**src/rtl/ram_access_ctrl.sv**
```systemverilog
// rtl/ram_access_ctrl.sv - shared single-port RAM sequencer for user writes and timed scan reads
module ram_access_ctrl #(
  parameter int ADDR_W   = 5,
  parameter int DATA_W   = 4,
  parameter int TICK_DIV = 50_000_000
) (
  input  logic              clk,
  input  logic              reset,
  input  logic              wr_req,
  input  logic [ADDR_W-1:0] wr_addr,
  input  logic [DATA_W-1:0] wr_data,
  output logic [ADDR_W-1:0] ram_addr,
  output logic [DATA_W-1:0] ram_din,
  output logic              ram_we,
  input  logic [DATA_W-1:0] ram_dout,
  output logic [ADDR_W-1:0] scan_addr,
  output logic [DATA_W-1:0] scan_data,
  output logic              scan_valid,
  output logic              wr_done,
  output logic              busy
);

  localparam int CNT_W = (TICK_DIV > 1) ? $clog2(TICK_DIV) : 1;
  localparam logic [CNT_W-1:0] CNT_MAX = CNT_W'(TICK_DIV - 1);

  localparam logic [1:0] IDLE     = 2'd0;
  localparam logic [1:0] WRITE    = 2'd1;
  localparam logic [1:0] RD_ISSUE = 2'd2;
  localparam logic [1:0] RD_WAIT  = 2'd3;

  logic [1:0]        state;
  logic [CNT_W-1:0]  cnt;
  logic              prev;
  logic              wr_pend;
  logic [ADDR_W-1:0] wa_q;
  logic [DATA_W-1:0] wd_q;
  logic              scan_pend;
  logic              refresh;
  logic [ADDR_W-1:0] rd_addr_q;

  logic              tick;
  logic              wr_edge;
  logic              wr_accept;
  logic              wr_hit;
  logic [ADDR_W-1:0] issue_addr;

  assign tick       = (cnt == CNT_MAX);
  assign wr_edge    = wr_req & ~prev;
  // A new edge is ignored while one write is queued or being performed.
  assign wr_accept  = wr_edge & ~wr_pend & (state != WRITE);
  assign wr_hit     = (state == WRITE) && (wa_q == scan_addr);
  // Refresh re-reads the shown address; otherwise step to the next one (wraps naturally).
  assign issue_addr = refresh ? scan_addr : scan_addr + ADDR_W'(1);
  assign busy       = (state != IDLE) | wr_pend | scan_pend;

  // Free-running scan timer, wraps after TICK_DIV cycles.
  always_ff @(posedge clk) begin
    if (reset) begin
      cnt <= '0;
    end else if (tick) begin
      cnt <= '0;
    end else begin
      cnt <= cnt + CNT_W'(1);
    end
  end

  // Rising-edge detect on wr_req and capture of the write request.
  always_ff @(posedge clk) begin
    if (reset) begin
      prev    <= 1'b1;
      wr_pend <= 1'b0;
      wa_q    <= '0;
      wd_q    <= '0;
    end else begin
      prev <= wr_req;
      if (wr_accept) begin
        wr_pend <= 1'b1;
        wa_q    <= wr_addr;
        wd_q    <= wr_data;
      end else if (state == WRITE) begin
        wr_pend <= 1'b0;
      end
    end
  end

  // Scan request bookkeeping: a tick always wins over a refresh request on the same edge.
  always_ff @(posedge clk) begin
    if (reset) begin
      scan_pend <= 1'b1;
      refresh   <= 1'b1;
    end else begin
      if (state == RD_ISSUE) scan_pend <= 1'b0;
      if (state == RD_WAIT)  refresh   <= 1'b0;
      if (wr_hit) begin
        scan_pend <= 1'b1;
        refresh   <= 1'b1;
      end
      if (tick) begin
        scan_pend <= 1'b1;
        refresh   <= 1'b0;
      end
    end
  end

  // Access sequencer: writes take priority over scan reads.
  always_ff @(posedge clk) begin
    if (reset) begin
      state <= IDLE;
    end else begin
      case (state)
        IDLE: begin
          if (wr_pend)        state <= WRITE;
          else if (scan_pend) state <= RD_ISSUE;
        end
        WRITE:    state <= IDLE;
        RD_ISSUE: state <= RD_WAIT;
        default:  state <= IDLE;
      endcase
    end
  end

  // Scan result registers and write-completion pulse.
  always_ff @(posedge clk) begin
    if (reset) begin
      rd_addr_q  <= '0;
      scan_addr  <= '0;
      scan_data  <= '0;
      scan_valid <= 1'b0;
      wr_done    <= 1'b0;
    end else begin
      wr_done <= (state == WRITE);
      if (state == RD_ISSUE) rd_addr_q <= issue_addr;
      if (state == RD_WAIT) begin
        scan_data  <= ram_dout;
        scan_addr  <= rd_addr_q;
        scan_valid <= 1'b1;
      end
    end
  end

  // RAM port decode from the current state.
  always_comb begin
    ram_we   = 1'b0;
    ram_addr = '0;
    ram_din  = '0;
    case (state)
      WRITE: begin
        ram_we   = 1'b1;
        ram_addr = wa_q;
        ram_din  = wd_q;
      end
      RD_ISSUE: ram_addr = issue_addr;
      default: ;
    endcase
  end

endmodule

```
**config.mk**
```make
export PLATFORM = sky130hd
export DESIGN_NAME = ram_access_ctrl
export DESIGN_NICKNAME = d
export VERILOG_FILES = /design/src/rtl/ram_access_ctrl.sv
export SDC_FILE = /design/constraint.sdc
export NUM_CORES = 1
export LEC_CHECK = 0
export BUFFER_PORTS_ARGS = -buffer_cell sky130_fd_sc_hd__buf_4
export CORE_MARGIN = 2
export CORE_UTILIZATION = 25
export CTS_BUF_LIST = sky130_fd_sc_hd__clkbuf_4
export CTS_CLUSTER_SIZE = 20
export DETAILED_ROUTE_END_ITERATION = 7
export PLACE_DENSITY = 0.46
export SLEW_MARGIN = 25
export SYNTH_ARGS = -nofsm -noshare
export SYNTH_HDL_FRONTEND = slang
export SYNTH_SLANG_ARGS = --single-unit
```
**constraint.sdc**
```tcl
create_clock -name clk -period 2.05 [get_ports clk]
set_input_delay 0.1025 -clock clk [delete_from_list [all_inputs] [get_ports clk]]
set_output_delay 0.1025 -clock clk [all_outputs]
set_load 0.02 [all_outputs]
```
[Word level (Yosys, flattened, before mapping)]
Index checks and enable logic that the tools add are counted.
Storage, ports and cells
  logic and storage cells: 48
  register bits after elaboration: 57
  output and inout port bits: 22
  bits of input ports: 16
Operators by class
  equal/unequal tests: 7
  bitwise gates (word level): 7
  add/sub/neg operators: 2
  muxes and demuxes: 12
  reductions and logical operators: 7
Operator list (count)
  26-bit by 1-bit adder with 26-bit output (second input constant): 1
  26-bit equality test (second input constant): 1
  5-bit case mux with 2 select lines: 1
  1-bit 2-to-1 mux: 6
  5-bit by 1-bit adder with 5-bit output (second input constant): 1
  5-bit equality test: 1
  5-bit 2-to-1 mux: 1
  2-bit equality test (second input constant): 2
  2-bit 2-to-1 mux: 2
  4-bit 2-to-1 mux: 1
  2-bit case mux with 2 select lines: 1
  2-bit nonzero test: 2
  1-bit bitwise AND: 3
  3-bit != test (second input constant): 1
  3-bit nonzero test: 1
  3-bit OR reduction: 1
  2-bit by 1-bit equality test with 1-bit output (second input constant): 1
  2-bit logical NOT: 1
  2-bit by 1-bit != test with 1-bit output (second input constant): 1
  1-bit inverter: 2
  1-bit OR: 2
  2-bit OR reduction: 1
  1-bit logical AND: 1

[Depth between registers and ports, before layout]
Gate-level depths: netlist (run 1).
  word-level depth: 5
  mapped depth: 6
  mapped depth without buffers: 6

[Least setup slack after synthesis (run 1)]
No wires, ideal clock.
  kind: flip-flop to flip-flop
  from: reg cnt[0]
  to: reg cnt[24]
  required time: 1.980 ns
  arrival time: 1.894 ns
  library setup time: 0.070 ns
  clock period less this slack: 1.963 ns
  slack: 0.087 ns
  stages on the path, launching flop included: 7
  buffers on the path: 1
  cells stage by stage: dfxtp_1 ha_1 nand3_2 or3_1 buf_6 or4b_1 a21oi_1
On the way
  cells in the longest elaborated chain, start to end: 2
  elaborated cells between the ends (all ways): 3
  classes of those cells: 1 x add/sub; 1 x eq/ne; 1 x reduce/logical
Ends and longest elaborated chain
  start, declared: line 32  | logic [CNT_W-1:0] cnt;
  start signal, assigned: line 63  | cnt <= cnt + CNT_W'(1);
  parallel branches: the longest is 2 deep, another holds 26-bit by 1-bit adder with 26-bit output
Several ways; the timed one is not identified.
A chain may end at the register's enable or synchronous reset.

[Worst setup path after layout (run 1)]
  from: reg cnt[12]
  to: reg cnt[18]
Same word-level chain as after synthesis.

==> results of run 1 <==
[area by class of cell]
class	count	area [um2]	share of cell area
Clock inverter	6	81.3	0.0238
Sequential cell	57	1140	0.335
Clock buffer	10	75.1	0.0220
Multi-Input combinational cell	219	1380	0.403
Inverter	12	45.0	0.0132
Tap cell	136	170	0.0498
Timing Repair Buffer	65	523	0.153
[critical path: stages, from the launching register on]
cell and delay (ns):
dfxtp_1 0.40, nand4b_1 0.13, or4_4 0.58, o41ai_4 0.37, buf_4 0.25, a21oi_1 0.07
[state kept, by name, indices dropped and copies added, names as in the netlist]
name        flops
cnt            26
prev            1
rd_addr_q       5
refresh         1
scan_addr       5
scan_data       4
scan_pend       1
scan_valid      1
state           2
wa_q            5
wd_q            4
wr_done         1
wr_pend         1
[layer usage]
layer,vias up,global-route usage,share of wire
li1,1169,-,-
met1,1061,0.143,0.50
met2,34,0.179,0.45
met3,7,0.0362,0.037
met4,0,0.0399,0.012
met5,-,0,0
[placed cells by master, fill, tap and decap left out, types with 3 or more instances in the layout]
| cell type | netlist | final |
|---|---|---|
| nand3_1 | 7 | 7 |
| nor2_1 | 32 | 32 |
| buf_4 | 0 | 51 |
| and2_1 | 5 | 5 |
| or4_1 | 7 | 7 |
| inv_1 | 12 | 12 |
| nor4_1 | 7 | 7 |
| dlygate4sd3_1 | 0 | 14 |
| o31ai_1 | 7 | 7 |
| ha_1 | 6 | 4 |
| nand2b_1 | 7 | 7 |
| nand2_1 | 38 | 38 |
| o21ai_0 | 5 | 5 |
| nand4_1 | 4 | 4 |
| or2_2 | 4 | 4 |
| a21oi_1 | 25 | 25 |
| nand4b_1 | 3 | 3 |
| or3_1 | 6 | 5 |
| xnor2_1 | 14 | 14 |
| nor3_1 | 4 | 4 |
| clkbuf_4 | 0 | 10 |
| mux2i_1 | 9 | 9 |
| xor2_1 | 7 | 7 |
| a21boi_0 | 6 | 5 |
| dfxtp_1 | 57 | 55 |
[report_power, final]
group	switching [mW]	internal, mW	total (mW)	leakage (nW)
Clock	0.435	0.503	0.938	0.0859
Sequential	0.0527	1.17	1.23	0.463
Combinational	0.302	0.268	0.571	0.714
Total	0.790	1.94	2.73	1.26
[cells by family (layout without fill, tap and decap cells)]
logic type | after synthesis | count (layout) | synth area share
compound gates | 50 | 50 | 0.124
xor+xnor | 21 | 21 | 0.0700
fa+ha+maj | 6 | 6 | 0.0286
buf+inv | 24 | 93 | 0.0457
flops | 57 | 57 | 0.434
mux | 10 | 10 | 0.0386
simple gates | 132 | 132 | 0.259
[metrics by stage]
step / TNS (ns) / setup slack (ns) / area [um2] / cells / total power, mW
CTS: 0 / 0.0291 / 3400 / 505 / 2.77
finish: 0 / 0.139 / 3410 / 505 / 2.73
global route: -0.0284 / -0.0196 / 3410 / 505 / 2.90
detailed placement: 0 / 0.0841 / 3110 / 475 / 1.80
floorplan: 0 / 0.0866 / 2630 / 300 / 1.61
global placement: 0 / 0.125 / 3110 / 475 / 1.80
[timing repair]
item / 4_1_cts / 5_1_grt
buffers inserted: 0 / 0
setup endpoints to repair: 0 / 11
hold buffers: 14 / 0
resized for setup: 0 / 6
endpoints found under the hold margin: 14 / 0
[worst paths after layout]
path	from	endpoint	slack (ns)
max reg2reg	cnt[12]	cnt[18]	0.14
min	reset	scan_data[0]	0.08
min reg2reg	wd_q[1]	wd_q[1]	0.45
max	cnt[12]	cnt[18]	0.14
==> results.toml, run 1 <==
[sta]
hold_viol = 0
tightestPinTransition_ns = 0.367
rsz0062_at_grt = "true"
setup_viol = 0
fin_hold_ws_ns = 0.0787
timing.final.crit_share = 0.932
layout_min_cycle_time_ns = 1.91
fmax_mhz = 523
max_slew_margin = 0.753
drv_slew = 0
clock_skew_ns = 0.0167

[clock_network]
clkSlewWorstSetupHoldPaths_ns = 0.10
cts_buffers = 9
cts_buffer_depth = 2
clock-sinks = 57
cts_htree_levels = 3
cts_tree = "built"
insertion_delay_ns = 0.40
root_buffer = "clkbuf_4"

[placement]
port_buffers = 37
dp_hpwl_um = 4230
place.gp.congestion = 0.707

[routing]
wl_per_cell_um = 11.9
drtAntennaViolNets = 0
route.detailed.drc = 0
first_pass_iters = 4
drt_iter0_markers = 82
num_vias = 2271
post_drt_via_cell_ratio = 4.50
wl_um = 6020

[grt]
antenna_found_initial = 0
track_usage = 0.113
grt_max_degree = 33
grt_pass1_vias = 2130
grt_first_pass_wirelength_um = 10100
grt_overflow = 0

[worst_hold_path]
hold_path_class = "primary input to register"
whs_path_depth = 2

[cells_and_area]
fillCellCount = 1136
fin_util = 0.332
fin_nets = 386
antenna_cells = 0
drive_gt1_frac = 0.217
area_growth_syn_to_layout_pct = 30.0

[floorplanning]
die-area_um2 = 11300
coreArea_um2 = 10300
start_util = 0.256
fp.dieW_um = 107
io_pins = 38
num_rows = 37
fp.dieH_um = 107

[logic_synthesis]
synthArstFlopShare = 0
synth_most_common_cell = "dfxtp_1"
synth_top_area_cell = "dfxtp_1"
netlist_instances = 300
ys.flop_type = "dfxtp_1"
yosysSeqAreaShare = 0.434
synth_top_area_share = 0.434
yosysUniqueCellTypes = 38
synth_common_cells = "dfxtp_1 (57), nand2_1 (38), nor2_1 (32), a21oi_1 (25), xnor2_1 (14)"
yosys_warnings = 0
ys_ff_latch = 57
synth-edff-count = 0
syn_nets = 322
syn_avg_cell_area_um2 = 8.76
syn_area_um2 = 2630
synthTopCellsByArea = "dfxtp_1 (43%), nand2_1 (5.4%), a21oi_1 (4.8%)"

[power_and_ir_drop]
leakagePower_nw = 1.26
ir_drop_v = 0.000380
power_density_nw_per_um2 = 801

[setup_path]
path_max_fanout = 12
start_kind = "register"
end_kind = "register"
critPathArrivalTime_ns = 2.20
r2r_cells = 5
setup.worst_path.class = "register to register"
worstPathRequired_ns = 2.34

[flow_run]
cap_violations = 0

[outcome]
status = "completed"
Note: power is estimated with default switching activity, not from simulation.
==> run 2: changes to the inputs <==
--- a/config.mk
+++ b/config.mk
@@ -12,6 +12,7 @@
 export CTS_CLUSTER_SIZE = 20
 export DETAILED_ROUTE_END_ITERATION = 7
 export PLACE_DENSITY = 0.46
+export SETUP_SLACK_MARGIN = 0.4
 export SLEW_MARGIN = 25
 export SYNTH_ARGS = -nofsm -noshare
 export SYNTH_HDL_FRONTEND = slang
==> run 2 against run 1 <==
- utilization up 3.7 points
- clock power down 30%
- die area unchanged
- register-to-register slack better by 0.13 ns
- critical path type unchanged
- critical endpoint is now scan_pend
- largest power group unchanged
==> results.toml, run 2 (same netlist as run 1, synthesis figures left out) <==
[sta]
rsz0062_at_grt = "true"
tightestPinTransition_ns = 0.648
finalSetupTns_ns = 0
clock_skew_ns = 0.00704
max_slew_margin = 0.568
timing.final.crit_share = 0.867
fin_hold_ws_ns = 0.104
setup_viol = 0
hold_viol = 0
drv_slew = 0
fmax_mhz = 562
layout_min_cycle_time_ns = 1.78

[floorplanning]
start_util = 0.256
num_rows = 37
io_pins = 38
coreArea_um2 = 10300
fp.dieW_um = 107
fp.dieH_um = 107
die-area_um2 = 11300

[routing]
drt_iter0_markers = 55
num_vias = 2380
wl_per_cell_um = 12.8
wl_um = 6690
route.detailed.drc = 0
post_drt_via_cell_ratio = 4.56
first_pass_iters = 4
drtAntennaViolNets = 0

[worst_hold_path]
hold_path_class = "primary input to register"

[cells_and_area]
drive_gt1_frac = 0.395
final_common_cell = "buf_4"
final_cell_mix = "buf_4 (55), nand2_1 (37), dfxtp_1 (33)"
area_growth_syn_to_layout_pct = 44.5
largest_register_ffs = 26
multi_input_comb_area_um2 = 1570
fin_nets = 404
ff_latch_area_um2 = 1190
fillCellCount = 1080
regMostFlops = "cnt"

[grt]
grt_first_pass_wirelength_um = 10900
grt_overflow = 0
antenna_found_initial = 0
grt_max_degree = 33
grt_pass1_vias = 2262
track_usage = 0.121

[placement]
dp_hpwl_um = 4120
port_buffers = 37
place.gp.congestion = 0.739

[setup_path]
end_kind = "register"
path_max_fanout = 7
cp_top_family = "simple AND/OR/NAND/NOR gates"
worstPathRequired_ns = 2.39
start_kind = "register"
path_buf_inv = 2
setup.worst_path.class = "register to register"
crit_chain = "nand4_1, or4_4, o41ai_4, buf_6, buf_8, a311o_1"
critPathArrivalTime_ns = 2.12
critical_path.max_stage_delay_ns = 0.48
cp_slowest_cell = "or4_4"

[clock_network]
clkSlewWorstSetupHoldPaths_ns = 0.09
cts_buffers = 9
cts_buffer_depth = 2
insertion_delay_ns = 0.39
root_buffer = "clkbuf_4"
cts_tree = "built"
clock-sinks = 57
cts_htree_levels = 3

[power_and_ir_drop]
leakagePower_nw = 1.36
power_density_nw_per_um2 = 693
ir_drop_v = 0.000311

[flow_run]
cap_violations = 0

[outcome]
status = "completed"
-- run 2: layout make-up --
cell class	count	share of cell area
timing repair buffer	83	0.191
inverter	12	0.0125
antenna	1	0.000659
sequential	57	0.312
clock inverter	2	0.00198
tap	136	0.0448
clock buffer	12	0.0237
multi-input combinational	219	0.413
-- run 2: worst paths after layout --
kind | startpoint | cells after the start | slack, ns | endpoint
worst max-delay path | cnt[21] | 6 | 0.27 | scan_pend
worst min-delay path | reset | 2 | 0.10 | scan_data[3]
worst max register to register | cnt[21] | 6 | 0.27 | scan_pend
worst min register to register | wd_q[3] | 2 | 0.46 | wd_q[3]
-- run 2: worst register-to-register path: stages, from the launching register on --
cell and delay [ns]:
dfxtp_1 0.40, nand4_1 0.18, or4_4 0.49, o41ai_4 0.23, buf_6 0.19, buf_8 0.15, a311o_1 0.11
-- run 2: per-stage QoR --
stage / instances / worst slack, ns / util / cell area (um2) / total power [mW]
after floorplan: 300 / 0.326 / - / 2700 / 1.62
after global placement: 469 / 0.272 / 0.305 / 3130 / 1.81
after detailed placement: 469 / 0.232 / 0.305 / 3130 / 1.81
after CTS: 519 / 0.303 / 0.355 / 3650 / 2.64
after global routing: 521 / 0.212 / 0.369 / 3790 / 2.79
final: 522 / 0.272 / 0.369 / 3800 / 2.63
-- run 2: layer usage --
| metal | vias up | GRT usage | wire (um) |
|---|---|---|---|
| li1 | 1204 | - | - |
| met1 | 1106 | 0.148 | 3100 |
| met2 | 58 | 0.203 | 3190 |
| met3 | 12 | 0.0448 | 309 |
| met4 | 0 | 0.0278 | 87 |
| met5 | - | 0 | 0 |
-- run 2: what timing repair did --
item	4_1_cts	5_1_grt
gates cloned	3	1
hold buffers	14	0
setup buffers	19	1
pin swaps	9	12
endpoints found under the setup margin	36	37
gates resized for setup	38	34
endpoints found under the hold margin	14	0
-- run 2: report_power, final --
group | total (mW) | internal [mW] | switching (mW)
sequential | 1.25 | 1.18 | 0.0735
combinational | 0.721 | 0.378 | 0.344
clock | 0.658 | 0.271 | 0.387
